`config.mk`:
```
export PLATFORM = sky130hd
export DESIGN_NAME = calc_display_ctrl
export DESIGN_NICKNAME = d
export VERILOG_FILES = /design/src/rtl/calc_pkg.sv /design/src/rtl/seg_decoder.sv /design/src/rtl/calc_display_ctrl.sv
export SDC_FILE = /design/constraint.sdc
export NUM_CORES = 1
export LEC_CHECK = 0
export ABC_AREA = 1
export CAP_MARGIN = 10
export CORE_MARGIN = 2
export CORE_UTILIZATION = 58
export DETAILED_ROUTE_END_ITERATION = 7
export GPL_ROUTABILITY_DRIVEN = 0
export PLACE_DENSITY = 0.82
export SETUP_SLACK_MARGIN = 0.5
export SYNTH_ARGS = -nofsm -noshare
export SYNTH_HDL_FRONTEND = slang
export SYNTH_SLANG_ARGS = --single-unit
```
`constraint.sdc`:
```
create_clock -name clk -period 3.13 [get_ports clk]
set_input_delay 0.939 -clock clk [delete_from_list [all_inputs] [get_ports clk]]
set_output_delay 0.939 -clock clk [all_outputs]
set_load 0.005 [all_outputs]
```
`src/rtl/calc_pkg.sv`:
```
// Shared types and constants for the calculator display controller.
// Pure declarations: no logic, no latency, no flow control.
package calc_pkg;

   typedef enum logic [1:0] {
      ST_IDLE    = 2'd0,
      ST_CALC    = 2'd1,
      ST_CONVERT = 2'd2,
      ST_DONE    = 2'd3
   } calc_state_t;

   // Active-low {a,b,c,d,e,f,g} patterns
   localparam logic [6:0] SEG_0     = 7'h01;
   localparam logic [6:0] SEG_1     = 7'h4F;
   localparam logic [6:0] SEG_2     = 7'h12;
   localparam logic [6:0] SEG_3     = 7'h06;
   localparam logic [6:0] SEG_4     = 7'h4C;
   localparam logic [6:0] SEG_5     = 7'h24;
   localparam logic [6:0] SEG_6     = 7'h60;
   localparam logic [6:0] SEG_7     = 7'h0F;
   localparam logic [6:0] SEG_8     = 7'h00;
   localparam logic [6:0] SEG_9     = 7'h0C;
   localparam logic [6:0] SEG_BLANK = 7'h7F;

   localparam logic [1:0] DIGIT_OFF  = 2'b00;
   localparam logic [1:0] DIGIT_TENS = 2'b10;
   localparam logic [1:0] DIGIT_ONES = 2'b01;

   localparam logic SLOT_TENS = 1'b0;
   localparam logic SLOT_ONES = 1'b1;

   localparam logic [3:0] DIGIT_VAL_BLANK = 4'hF;

   // Sum or product of two 3-bit operands, zero-extended; max 49 fits in 6 bits.
   function automatic logic [5:0] calc_result(input logic [2:0] x,
                                              input logic [2:0] y,
                                              input logic       mul);
      return mul ? ({3'b000, x} * {3'b000, y}) : ({3'b000, x} + {3'b000, y});
   endfunction

endpackage

```
`src/rtl/seg_decoder.sv`:
```
// 4-bit digit value to active-low 7-segment pattern; values above 9 blank.
// Purely combinational, zero latency, no flow control.
module seg_decoder
   import calc_pkg::*;
(
   input  logic [3:0] value,
   output logic [6:0] seg
);

   always_comb begin
      seg = SEG_BLANK;
      case (value)
         4'd0:    seg = SEG_0;
         4'd1:    seg = SEG_1;
         4'd2:    seg = SEG_2;
         4'd3:    seg = SEG_3;
         4'd4:    seg = SEG_4;
         4'd5:    seg = SEG_5;
         4'd6:    seg = SEG_6;
         4'd7:    seg = SEG_7;
         4'd8:    seg = SEG_8;
         4'd9:    seg = SEG_9;
         default: seg = SEG_BLANK;
      endcase
   end

endmodule

```
`src/rtl/calc_display_ctrl.sv`:
```
// Debounced go -> latch operands -> add/multiply -> tens/ones by subtract-10; two-digit muxed display.
// busy for 3+floor(R/10) cycles after start; seg registered (1 cycle); starts while busy are dropped.
module calc_display_ctrl
   import calc_pkg::*;
#(
   parameter int SCAN_DIV   = 1000,
   parameter int DEB_CYCLES = 16
)
(
   input  logic       clk,
   input  logic       rst_n,
   input  logic [2:0] a,
   input  logic [2:0] b,
   input  logic       op,
   input  logic       go,
   input  logic       show,
   output logic [6:0] seg,
   output logic       dp,
   output logic [1:0] dig_en,
   output logic       busy,
   output logic       valid
);

   localparam int SCAN_W = (SCAN_DIV > 1) ? $clog2(SCAN_DIV) : 1;
   localparam int DEB_W  = (DEB_CYCLES > 1) ? $clog2(DEB_CYCLES) : 1;

   localparam logic [SCAN_W-1:0] SCAN_LAST = SCAN_W'(SCAN_DIV - 1);
   localparam logic [DEB_W-1:0]  DEB_LAST  = DEB_W'(DEB_CYCLES - 1);

   // ---------------- go debouncer ----------------
   logic             go_s1;
   logic             go_s2;
   logic             go_stable;
   logic             go_stable_d;
   logic             start;
   logic [DEB_W-1:0] deb_cnt;

   always_ff @(posedge clk or negedge rst_n) begin
      if (!rst_n) begin
         go_s1       <= 1'b0;
         go_s2       <= 1'b0;
         go_stable   <= 1'b0;
         go_stable_d <= 1'b0;
         start       <= 1'b0;
         deb_cnt     <= '0;
      end else begin
         go_s1       <= go;
         go_s2       <= go_s1;
         go_stable_d <= go_stable;
         start       <= go_stable & ~go_stable_d;
         if (go_s2 == go_stable) begin
            deb_cnt <= '0;
         end else if (deb_cnt == DEB_LAST) begin
            go_stable <= go_s2;
            deb_cnt   <= '0;
         end else begin
            deb_cnt <= deb_cnt + 1'b1;
         end
      end
   end

   // ---------------- sequencing FSM ----------------
   calc_state_t state_q;
   calc_state_t state_d;

   logic [2:0] lat_a;
   logic [2:0] lat_b;
   logic       lat_op;
   logic [5:0] rem_q;
   logic [2:0] tacc_q;
   logic [3:0] tens_q;
   logic [3:0] ones_q;
   logic       busy_q;
   logic       valid_q;

   always_ff @(posedge clk or negedge rst_n) begin
      if (!rst_n) begin
         state_q <= ST_IDLE;
      end else begin
         state_q <= state_d;
      end
   end

   always_comb begin
      state_d = state_q;
      case (state_q)
         ST_IDLE:    if (start) state_d = ST_CALC;
         ST_CALC:    state_d = ST_CONVERT;
         ST_CONVERT: if (rem_q < 6'd10) state_d = ST_DONE;
         ST_DONE:    state_d = ST_IDLE;
         default:    state_d = ST_IDLE;
      endcase
   end

   always_ff @(posedge clk or negedge rst_n) begin
      if (!rst_n) begin
         lat_a   <= '0;
         lat_b   <= '0;
         lat_op  <= 1'b0;
         rem_q   <= '0;
         tacc_q  <= '0;
         tens_q  <= '0;
         ones_q  <= '0;
         busy_q  <= 1'b0;
         valid_q <= 1'b0;
      end else begin
         case (state_q)
            ST_IDLE: begin
               if (start) begin
                  lat_a   <= a;
                  lat_b   <= b;
                  lat_op  <= op;
                  valid_q <= 1'b0;
                  busy_q  <= 1'b1;
               end
            end
            ST_CALC: begin
               rem_q  <= calc_result(lat_a, lat_b, lat_op);
               tacc_q <= '0;
            end
            ST_CONVERT: begin
               // One decade per cycle; the quotient never exceeds 4.
               if (rem_q >= 6'd10) begin
                  rem_q  <= rem_q - 6'd10;
                  tacc_q <= tacc_q + 3'd1;
               end else begin
                  tens_q <= {1'b0, tacc_q};
                  ones_q <= rem_q[3:0];
               end
            end
            ST_DONE: begin
               valid_q <= 1'b1;
               busy_q  <= 1'b0;
            end
            default: ;
         endcase
      end
   end

   // ---------------- display scan ----------------
   logic [SCAN_W-1:0] scan_cnt;
   logic [SCAN_W-1:0] scan_cnt_d;
   logic              slot_q;
   logic              slot_d;
   logic [1:0]        dig_en_d;
   logic [1:0]        dig_en_q;

   always_comb begin
      scan_cnt_d = scan_cnt + 1'b1;
      slot_d     = slot_q;
      if (scan_cnt == SCAN_LAST) begin
         scan_cnt_d = '0;
         slot_d     = ~slot_q;
      end
      // Blank the enables on the first cycle of each slot so the previous digit never ghosts.
      if (scan_cnt_d == '0) begin
         dig_en_d = DIGIT_OFF;
      end else if (slot_d == SLOT_TENS) begin
         dig_en_d = DIGIT_TENS;
      end else begin
         dig_en_d = DIGIT_ONES;
      end
   end

   always_ff @(posedge clk or negedge rst_n) begin
      if (!rst_n) begin
         scan_cnt <= '0;
         slot_q   <= SLOT_TENS;
         dig_en_q <= DIGIT_OFF;
      end else begin
         scan_cnt <= scan_cnt_d;
         slot_q   <= slot_d;
         dig_en_q <= dig_en_d;
      end
   end

   // ---------------- digit select and segment register ----------------
   logic [3:0] digit_val;
   logic [6:0] seg_dec;
   logic [6:0] seg_q;

   always_comb begin
      digit_val = DIGIT_VAL_BLANK;
      if (!show) begin
         digit_val = (slot_q == SLOT_TENS) ? {1'b0, a} : {1'b0, b};
      end else if (valid_q) begin
         digit_val = (slot_q == SLOT_TENS) ? tens_q : ones_q;
      end
   end

   seg_decoder u_seg_decoder (
      .value (digit_val),
      .seg   (seg_dec)
   );

   always_ff @(posedge clk or negedge rst_n) begin
      if (!rst_n) begin
         seg_q <= SEG_BLANK;
      end else begin
         seg_q <= seg_dec;
      end
   end

   assign seg    = seg_q;
   assign dp     = 1'b1;
   assign dig_en = dig_en_q;
   assign busy   = busy_q;
   assign valid  = valid_q;

endmodule

```
==> flow_metrics.tcl, run 1 <==
set metrics [dict create \
    final_common_cell "nand2_1" \
    max-cap-violations 0 \
    cts_root_buffer "clkbuf_8" \
    boundaryPins 23 \
    antenna_found_initial 0 \
    ys.flop_type "dfrtp_1" \
    grt_pass1_vias 2299 \
    fp.dieH_microns 76.8 \
    ir_drop_mv 0.391 \
    dp_hpwl_microns 4280 \
    leakagePower_nw 1.74 \
    fin_skew_ns 0.00943 \
    internal-power_mw 1.44 \
    clock_path_buffers 2 \
    critPathLaunchType "register" \
    design_area_sq_mm 0.00342 \
    post_synth_num_cell_types 33 \
    portBuffers 21 \
    syn_inst 353 \
    finalMaxSlewViolations 0 \
    swShare 0.375 \
    place_ws_ns 0.533 \
    core_sq_mm 0.00511 \
    grt_max_degree 30 \
    num_rows 26 \
    cts_buffers 5 \
    power_density_mw_per_mm2 672 \
    p_clk_frac 0.177 \
    syn-mean-instance-area_sq_um 8.72 \
    ys_seq_elements 56 \
    vias 2304 \
    area_growth_pct 11.1 \
    start_util 0.603 \
    grt_first_pass_wirelength_microns 10200 \
    yosys_warnings 0 \
    die-width_microns 76.8 \
    place_area_sq_mm 0.00332 \
    cp.arrival_ns 2.60 \
    h-tree-depth 2 \
    final_antenna_net_count 0 \
    p_seq_frac 0.425 \
    drive_gt1_frac 0.111 \
    end_kind "register" \
    cts_tree "built" \
    status "completed" \
    hold_viol 0 \
    die_area_sq_mm 0.00591 \
    num-fill-cells 424 \
    period_needed_ns 2.41 \
    insertedDiodeCount 0 \
    p_sw_uw 860 \
    grt.overflow.total 0 \
    drc_errors 0 \
    layout_setup_ws_ns 0.723 \
    drtPass1Iterations 4 \
    gr-usage-all-layers 0.212 \
    synth_edf_count 0 \
    path_max_fanout 6 \
    syn_nets 390 \
    worstMarginPinSlew_ns 0.626 \
    hold_class "register to register" \
    tns_ns 0 \
    drt-vias-per-instance 5.15 \
    clkTransAtPathRegs_ns 0.10 \
    avgRoutedWirePerCell_microns 12.4 \
    required_ns 3.33 \
    postCtsSetupBuffers 0 \
    wirelength_microns 5560 \
    setup_violations 0 \
    nets 413 \
    reg2reg_slack_ns 0.72 \
    timing.fmax_mhz 415 \
    async_flop_share 1.00 \
    p_comb_frac 0.397 \
    synth.cell_area_sq_mm 0.00308 \
    drt-initial-drc-count 143 \
    period_share 0.769 \
    worstSetupPathType "register to register" \
    clock_sinks 56 \
    final_cell_mix "nand2_1 (67), inv_1 (58), dfrtp_1 (48), nand3_1 (28), o21ai_0 (28)" \
    insertion_delay_ns 0.31 \
    rsz0062_at_grt "false" \
    yosysSeqAreaShare 0.458 \
    slew-limit-headroom 0.583 \
]
[power by group through the flow]
stage / clock network [mW] / registers [mW] / logic, mW
finish: 0.407 / 0.977 / 0.912
global route: 0.446 / 0.995 / 1.03
detailed placement: 0 / 0.991 / 0.911
floorplan: 0 / 0.976 / 0.732
global placement: 0 / 0.984 / 0.879
CTS: 0.414 / 0.977 / 0.921
[timing repair]
| item | in CTS | in global routing |
|---|---|---|
| hold buffers | 0 | 0 |
| resized for setup | 0 | 1 |
| hold endpoints to repair | 0 | 0 |
| endpoints found under the setup margin | 0 | 1 |
[cells by family after synthesis]
kind of cell,count (synthesis),synth area share
AO/OA/AOI/OAI,63,0.118
XOR/XNOR,10,0.0285
AND/OR/NAND/NOR,129,0.188
flip-flops,56,0.458
adder cells (fa/ha/maj),26,0.111
buffers and inverters,68,0.0955
other,1,0.00122
[cell usage after synthesis, types with 2 or more instances]
| cell | n | share of area |
|---|---|---|
| dfstp_2 | 7 | 0.060 |
| dfrtp_1 | 49 | 0.40 |
| inv_1 | 58 | 0.071 |
| o21ai_0 | 28 | 0.046 |
| xor2_1 | 5 | 0.014 |
| a21oi_1 | 11 | 0.018 |
| nand2_2 | 5 | 0.010 |
| nor2_4 | 2 | 0.0073 |
| fa_1 | 2 | 0.013 |
| nand2_4 | 3 | 0.011 |
| o22ai_1 | 3 | 0.0061 |
| clkbuf_1 | 2 | 0.0024 |
| ha_1 | 24 | 0.098 |
| nand2_1 | 67 | 0.082 |
| nor2_2 | 2 | 0.0041 |
| o211ai_1 | 2 | 0.0049 |
| xnor2_1 | 5 | 0.014 |
| o21ai_1 | 8 | 0.013 |
| o21ai_2 | 9 | 0.026 |
| buf_6 | 2 | 0.0073 |
| nand3_1 | 28 | 0.046 |
| nor2_1 | 20 | 0.024 |
[routing by layer]
metal,up-vias,track usage,share of wire
met1,1092,0.281,0.47
met2,44,0.355,0.49
li1,1158,-,-
met4,0,0.0655,0.013
met3,10,0.0376,0.036
met5,-,0,0
[state kept, by name (all words and copies together), names as in the netlist, 3 cells and up]
register and cells:
deb_cnt 4, lat_a 3, lat_b 3, ones_q 4, rem_q 6, scan_cnt 10, seg 7, tacc_q 3
tens_q 3
[critical path: stages (launching register included)]
cell	delay, ns
dfrtp_1	0.47
ha_1	0.25
xnor2_1	0.13
ha_1	0.29
ha_1	0.17
inv_1	0.06
fa_1	0.48
nor2_1	0.04
o21ai_0	0.16
o21ai_0	0.13
nand2_2	0.08
o21ai_2	0.04
[layout make-up]
class                      instances  area [sq um]  area share
clock inverter                     1          7.51     0.00220
clock buffer                       7          86.3      0.0253
timing repair buffer              23           220      0.0644
inverter                          61           231      0.0677
sequential                        56          1410       0.413
tap                               70          87.6      0.0256
multi-input combinational        229          1370       0.402
[through the flow]
| step | std cells | utilization | power, mW | hold WS (ns) |
|---|---|---|---|---|
| final | 447 | 0.669 | 2.30 | 0.364 |
| after detailed placement | 439 | 0.651 | 1.90 | 0.348 |
| after global placement | 439 | 0.651 | 1.86 | 0.339 |
| after CTS | 447 | 0.669 | 2.31 | 0.370 |
| after floorplan | 353 | - | 1.71 | 0.331 |
| after global routing | 447 | 0.669 | 2.47 | 0.377 |
[final timing paths]
path	start	endpoint	depth (start not counted)
max	lat_b[1]	rem_q[3]	11
min	go_s1	go_s2	0
max reg2reg	lat_b[1]	rem_q[3]	11
min reg2reg	go_s1	go_s2	0
max in group asynchronous	rst_n	seg[1]	2
min in group asynchronous	rst_n	scan_cnt[9]	1
(Power assumes the default switching activity.)
==> run 2: changes to the inputs <==
clock period = 2.35 ns   (was 3.13 ns; I/O delays follow)
==> run 2 against run 1 <==
Effect of this change:
- global-route usage decreased by 0.052 points
- cell area increased by 3.9%
- first-iteration DRC count decreased by 6.3%
- register-to-register slack got worse by 0.57 ns
- cell count increased by 2.0%
- die area unchanged
- fmax increased by 9.6%
- worst hold slack got worse by 0.0050 ns
- critical path type unchanged
- critical endpoint unchanged
- largest cell class is now multi-input combinational cells
==> flow_metrics.tcl, run 2 (synthesis gave the netlist of run 1 again) <==
set metrics [dict create \
    status "completed" \
    grtUsageMet3 0.0424 \
    num_rows 26 \
    gr-usage-all-layers 0.211 \
    area_growth_pct 15.4 \
    power_density_mw_per_mm2 874 \
    use_met2 0.374 \
    boundaryPins 23 \
    avgRoutedWirePerCell_microns 13.0 \
    p_seq_frac 0.416 \
    p_total_mw 3.10 \
    final_common_cell "nand2_1" \
    p_sw_mw 1.20 \
    grtUsageMet1 0.262 \
    place_ws_ns -0.0140 \
    grt_first_pass_wirelength_microns 10200 \
    required_ns 2.55 \
    internal-power_mw 1.91 \
    grt_max_degree 24 \
    drc_errors 0 \
    portBuffers 21 \
    cts_buffers 5 \
    r2r_cells 11 \
    grt.overflow.total 0 \
    fp.dieH_microns 76.8 \
    drt-initial-drc-count 134 \
    period_share 0.935 \
    clock_path_buffers 2 \
    antenna_found_initial 0 \
    dp_hpwl_microns 4380 \
    rr_startpoint "lat_a[1]" \
    rsz0062_at_grt "true" \
    layout_setup_ws_ns 0.153 \
    drive_gt1_frac 0.179 \
    wirelength_microns 5950 \
    max-cap-violations 0 \
    die_area_sq_mm 0.00591 \
    timing.fmax_mhz 455 \
    holdBufCountCts 0 \
    critPathCapture "rem_q[3]" \
    worstSetupPathType "register to register" \
    final_util 0.695 \
    swShare 0.385 \
    hold_viol 0 \
    cts_tree "built" \
    insertion_delay_ns 0.31 \
    path_max_fanout 2 \
    finalMaxSlewViolations 0 \
    slew-limit-headroom 0.641 \
    p_clk_frac 0.167 \
    p_comb_frac 0.417 \
    critPathLaunchType "register" \
    end_kind "register" \
    gr-max-usage-layer "met2" \
    reg2reg_slack_ns 0.15 \
    design_area_sq_mm 0.00355 \
    drtPass1Iterations 4 \
    final_cell_mix "nand2_1 (65), inv_1 (54), dfrtp_1 (49), nand3_1 (28)" \
    die-width_microns 76.8 \
    clkTransAtPathRegs_ns 0.10 \
    largest_register_ff_count 10 \
    cp.arrival_ns 2.40 \
    core_sq_mm 0.00511 \
    cts_root_buffer "clkbuf_8" \
    insertedDiodeCount 0 \
    final_antenna_net_count 0 \
    vias 2378 \
    drt-vias-per-instance 5.21 \
    clock_sinks 56 \
    regMostFlops "scan_cnt" \
    tns_ns 0 \
    fin_skew_ns 0.00778 \
    r2r_end "rem_q[3]" \
    place_area_sq_mm 0.00336 \
    h-tree-depth 2 \
    nets 422 \
    ir_drop_mv 0.498 \
    leakagePower_nw 1.82 \
    period_needed_ns 2.20 \
    start_util 0.603 \
    worstMarginPinSlew_ns 0.538 \
    cp-startpoint "lat_a[1]" \
    hold_class "input pin to async pin" \
    setup_violations 0 \
    grt_pass1_vias 2317 \
]
==> run 2: layout make-up <==
class	count	area [sq um]
multi-input combinational	229	1440
fill	387	1560
timing repair buffer	32	293
clock inverter	2	16.3
inverter	61	231
clock buffer	6	72.6
sequential	56	1410
tap	70	87.6
==> run 2: worst min-delay path by stage <==
stage,from,endpoint,depth (start not counted)
floorplan,go_s1,go_s2,0
global placement,go_s1,go_s2,0
detailed placement,go_s1,go_s2,0
CTS,go_s1,go_s2,0
global route,go_s1,go_s2,0
finish,rst_n,rem_q[5],1
==> run 2: power by group through the flow <==
stage / registers (mW) / logic [mW] / clock network, mW
3_3_place_gp: 1.31 / 1.19 / 0
2_1_floorplan: 1.30 / 0.982 / 0
4_1_cts: 1.29 / 1.26 / 0.532
5_1_grt: 1.31 / 1.47 / 0.565
3_5_place_dp: 1.32 / 1.23 / 0
6_report: 1.29 / 1.29 / 0.518
==> run 2: through the flow <==
stage / std cells / hold WS, ns
global placement: 442 / 0.336
floorplan: 353 / 0.331
CTS: 456 / 0.361
finish: 456 / 0.359
detailed placement: 442 / 0.339
global route: 456 / 0.366
==> run 2: repair_timing <==
item	in CTS	in global routing
buffers inserted	6	0
setup endpoints to repair	20	10
gates resized for setup	18	19
pin swaps	7	8
==> run 2: critical path, stage by stage, from the launching register on <==
cell,delay (ns)
dfrtp_1,0.40
ha_2,0.20
xnor2_1,0.12
ha_1,0.30
ha_2,0.20
inv_2,0.04
fa_1,0.47
nor2_1,0.05
o21ai_1,0.11
o21ai_1,0.09
nand2_2,0.08
o21ai_2,0.04
==> run 2: routing by layer <==
metal  vias to the layer above  routed length [microns]
met1                      1129                     2560
met2                        61                     3070
met5                         -                        0
li1                       1179                        -
met3                         9                      247
met4                         0                       68
==> run 3: changes to the inputs <==
CORE_UTILIZATION = 61   (was 58)
CTS_BUF_LIST = sky130_fd_sc_hd__clkbuf_2 sky130_fd_sc_hd__clkbuf_4 sky130_fd_sc_hd__clkbuf_8   (was unset)
PLACE_DENSITY = 0.86   (was 0.82)
==> run 3 against run 2 <==
Effect of this change:
- sequential share of layout area barely moved
- critical endpoint unchanged
- worst hold slack improved by 0.00066 ns
- core utilization rose by 4.8 points
- fmax fell by 0.17%
- clock skew rose by 0.0022 ns
- setup slack got worse by 0.0037 ns
- die area fell by 4.7%
==> flow_metrics.tcl, run 3 (synthesis gave the netlist of run 1 again) <==
set metrics [dict create \
    cts_buffers 5 \
    die-width_microns 75.0 \
    gr-usage-all-layers 0.233 \
    grt_first_pass_wirelength_microns 9900 \
    portBuffers 21 \
    required_ns 2.55 \
    cp.arrival_ns 2.40 \
    boundaryPins 23 \
    largest_register_ff_count 10 \
    wirelength_microns 6470 \
    worstMarginPinSlew_ns 0.542 \
    tns_ns 0 \
    avgRoutedWirePerCell_microns 14.3 \
    drc_errors 0 \
    power_density_mw_per_mm2 892 \
    rsz0062_at_grt "true" \
    dp_hpwl_microns 4270 \
    timing.fmax_mhz 454 \
    max-cap-violations 0 \
    grt.overflow.total 0 \
    grt_pass1_vias 2285 \
    insertedDiodeCount 0 \
    ir_drop_mv 0.625 \
    end_kind "register" \
    cts_root_buffer "clkbuf_8" \
    hold_class "register to register" \
    fp.dieH_microns 75.0 \
    hp-start "go_s1" \
    clock_sinks 56 \
    num_rows 25 \
    drt-initial-drc-count 208 \
    area_growth_pct 15.6 \
    period_share 0.937 \
    regMostFlops "scan_cnt" \
    setup_violations 0 \
    multiInputGateArea_sq_mm 0.00146 \
    fin_skew_ns 0.00997 \
    antenna_found_initial 0 \
    drt-vias-per-instance 5.36 \
    hold_viol 0 \
    nets 420 \
    drive_gt1_frac 0.180 \
    core_sq_mm 0.00479 \
    path_max_fanout 4 \
    final_antenna_net_count 0 \
    layout_setup_ws_ns 0.149 \
    rr_startpoint "lat_a[0]" \
    finalMaxSlewViolations 0 \
    die_area_sq_mm 0.00563 \
    cp-startpoint "lat_a[0]" \
    final_cell_mix "nand2_1 (66), inv_1 (52), dfrtp_1 (48), nand3_1 (28)" \
    final_common_cell "nand2_1" \
    slew-limit-headroom 0.639 \
    grt_max_degree 35 \
    worstSetupPathType "register to register" \
    clkTransAtPathRegs_ns 0.10 \
    area.sequential_sq_mm 0.00141 \
    leakagePower_nw 1.81 \
    insertion_delay_ns 0.31 \
    num-fill-cells 315 \
    cts_tree "built" \
    place_ws_ns 0.0164 \
    start_util 0.643 \
    status "completed" \
    period_needed_ns 2.20 \
    clock_path_buffers 2 \
    critPathLaunchType "register" \
    drtPass1Iterations 4 \
    h-tree-depth 2 \
    vias 2416 \
]
==> run 3: routing by layer <==
metal  global-route usage  share of wire  vias up
li1                     -              -     1179
met1                0.286           0.42     1128
met2                0.401           0.50       92
met3               0.0589          0.051       17
met4               0.0833          0.022        0
met5                    0              0        -
==> run 3: final timing paths <==
kind	slack, ns	depth (start not counted)	to
setup / recovery	0.15	11	rem_q[3]
setup reg to reg	0.15	11	rem_q[3]
hold reg to reg	0.36	0	go_s2
hold / removal	0.36	0	go_s2
max in group asynchronous	1.35	2	seg[1]
min in group asynchronous	0.37	1	deb_cnt[3]
==> run 3: what timing repair did <==
action / CTS / global route
buffers inserted: 4 / 2
pin swaps: 6 / 7
hold endpoints to repair: 0 / 0
setup endpoints to repair: 20 / 10
resized for setup: 18 / 24
hold buffers: 0 / 0
==> run 3: stage by stage <==
| step | area [sq um] | utilization | power, mW | std cells | hold WS [ns] |
|---|---|---|---|---|---|
| finish | 3560 | 0.744 | 3.17 | 451 | 0.360 |
| global route | 3560 | 0.744 | 3.42 | 451 | 0.362 |
| CTS | 3470 | 0.724 | 3.08 | 449 | 0.357 |
| detailed placement | 3340 | 0.699 | 2.55 | 437 | 0.336 |
| global placement | 3340 | 0.699 | 2.48 | 437 | 0.337 |
| floorplan | 3080 | - | 2.28 | 353 | 0.331 |
==> run 3: critical path: stages (launching register included) <==
cell	delay, ns
dfrtp_1	0.44
nand2_1	0.14
xnor2_1	0.15
ha_1	0.29
ha_2	0.19
inv_2	0.04
fa_1	0.47
nor2_1	0.04
o21ai_1	0.12
o21ai_1	0.09
nand2_2	0.07
o21ai_2	0.05
==> run 3: final cells by class <==
cell class | instances | area share
clock inverter | 2 | 0.00281
inverter | 61 | 0.0661
tap | 67 | 0.0236
sequential | 56 | 0.397
multi-input combinational | 229 | 0.409
timing repair buffer | 30 | 0.0784
clock buffer | 6 | 0.0232
==> run 3: power breakdown <==
part / total [mW] / switching [mW] / leakage (nW) / internal (mW)
Clock: 0.543 / 0.307 / 0.0510 / 0.236
Sequential: 1.30 / 0.111 / 0.670 / 1.19
Combinational: 1.33 / 0.816 / 1.09 / 0.518
Total: 3.17 / 1.23 / 1.81 / 1.94
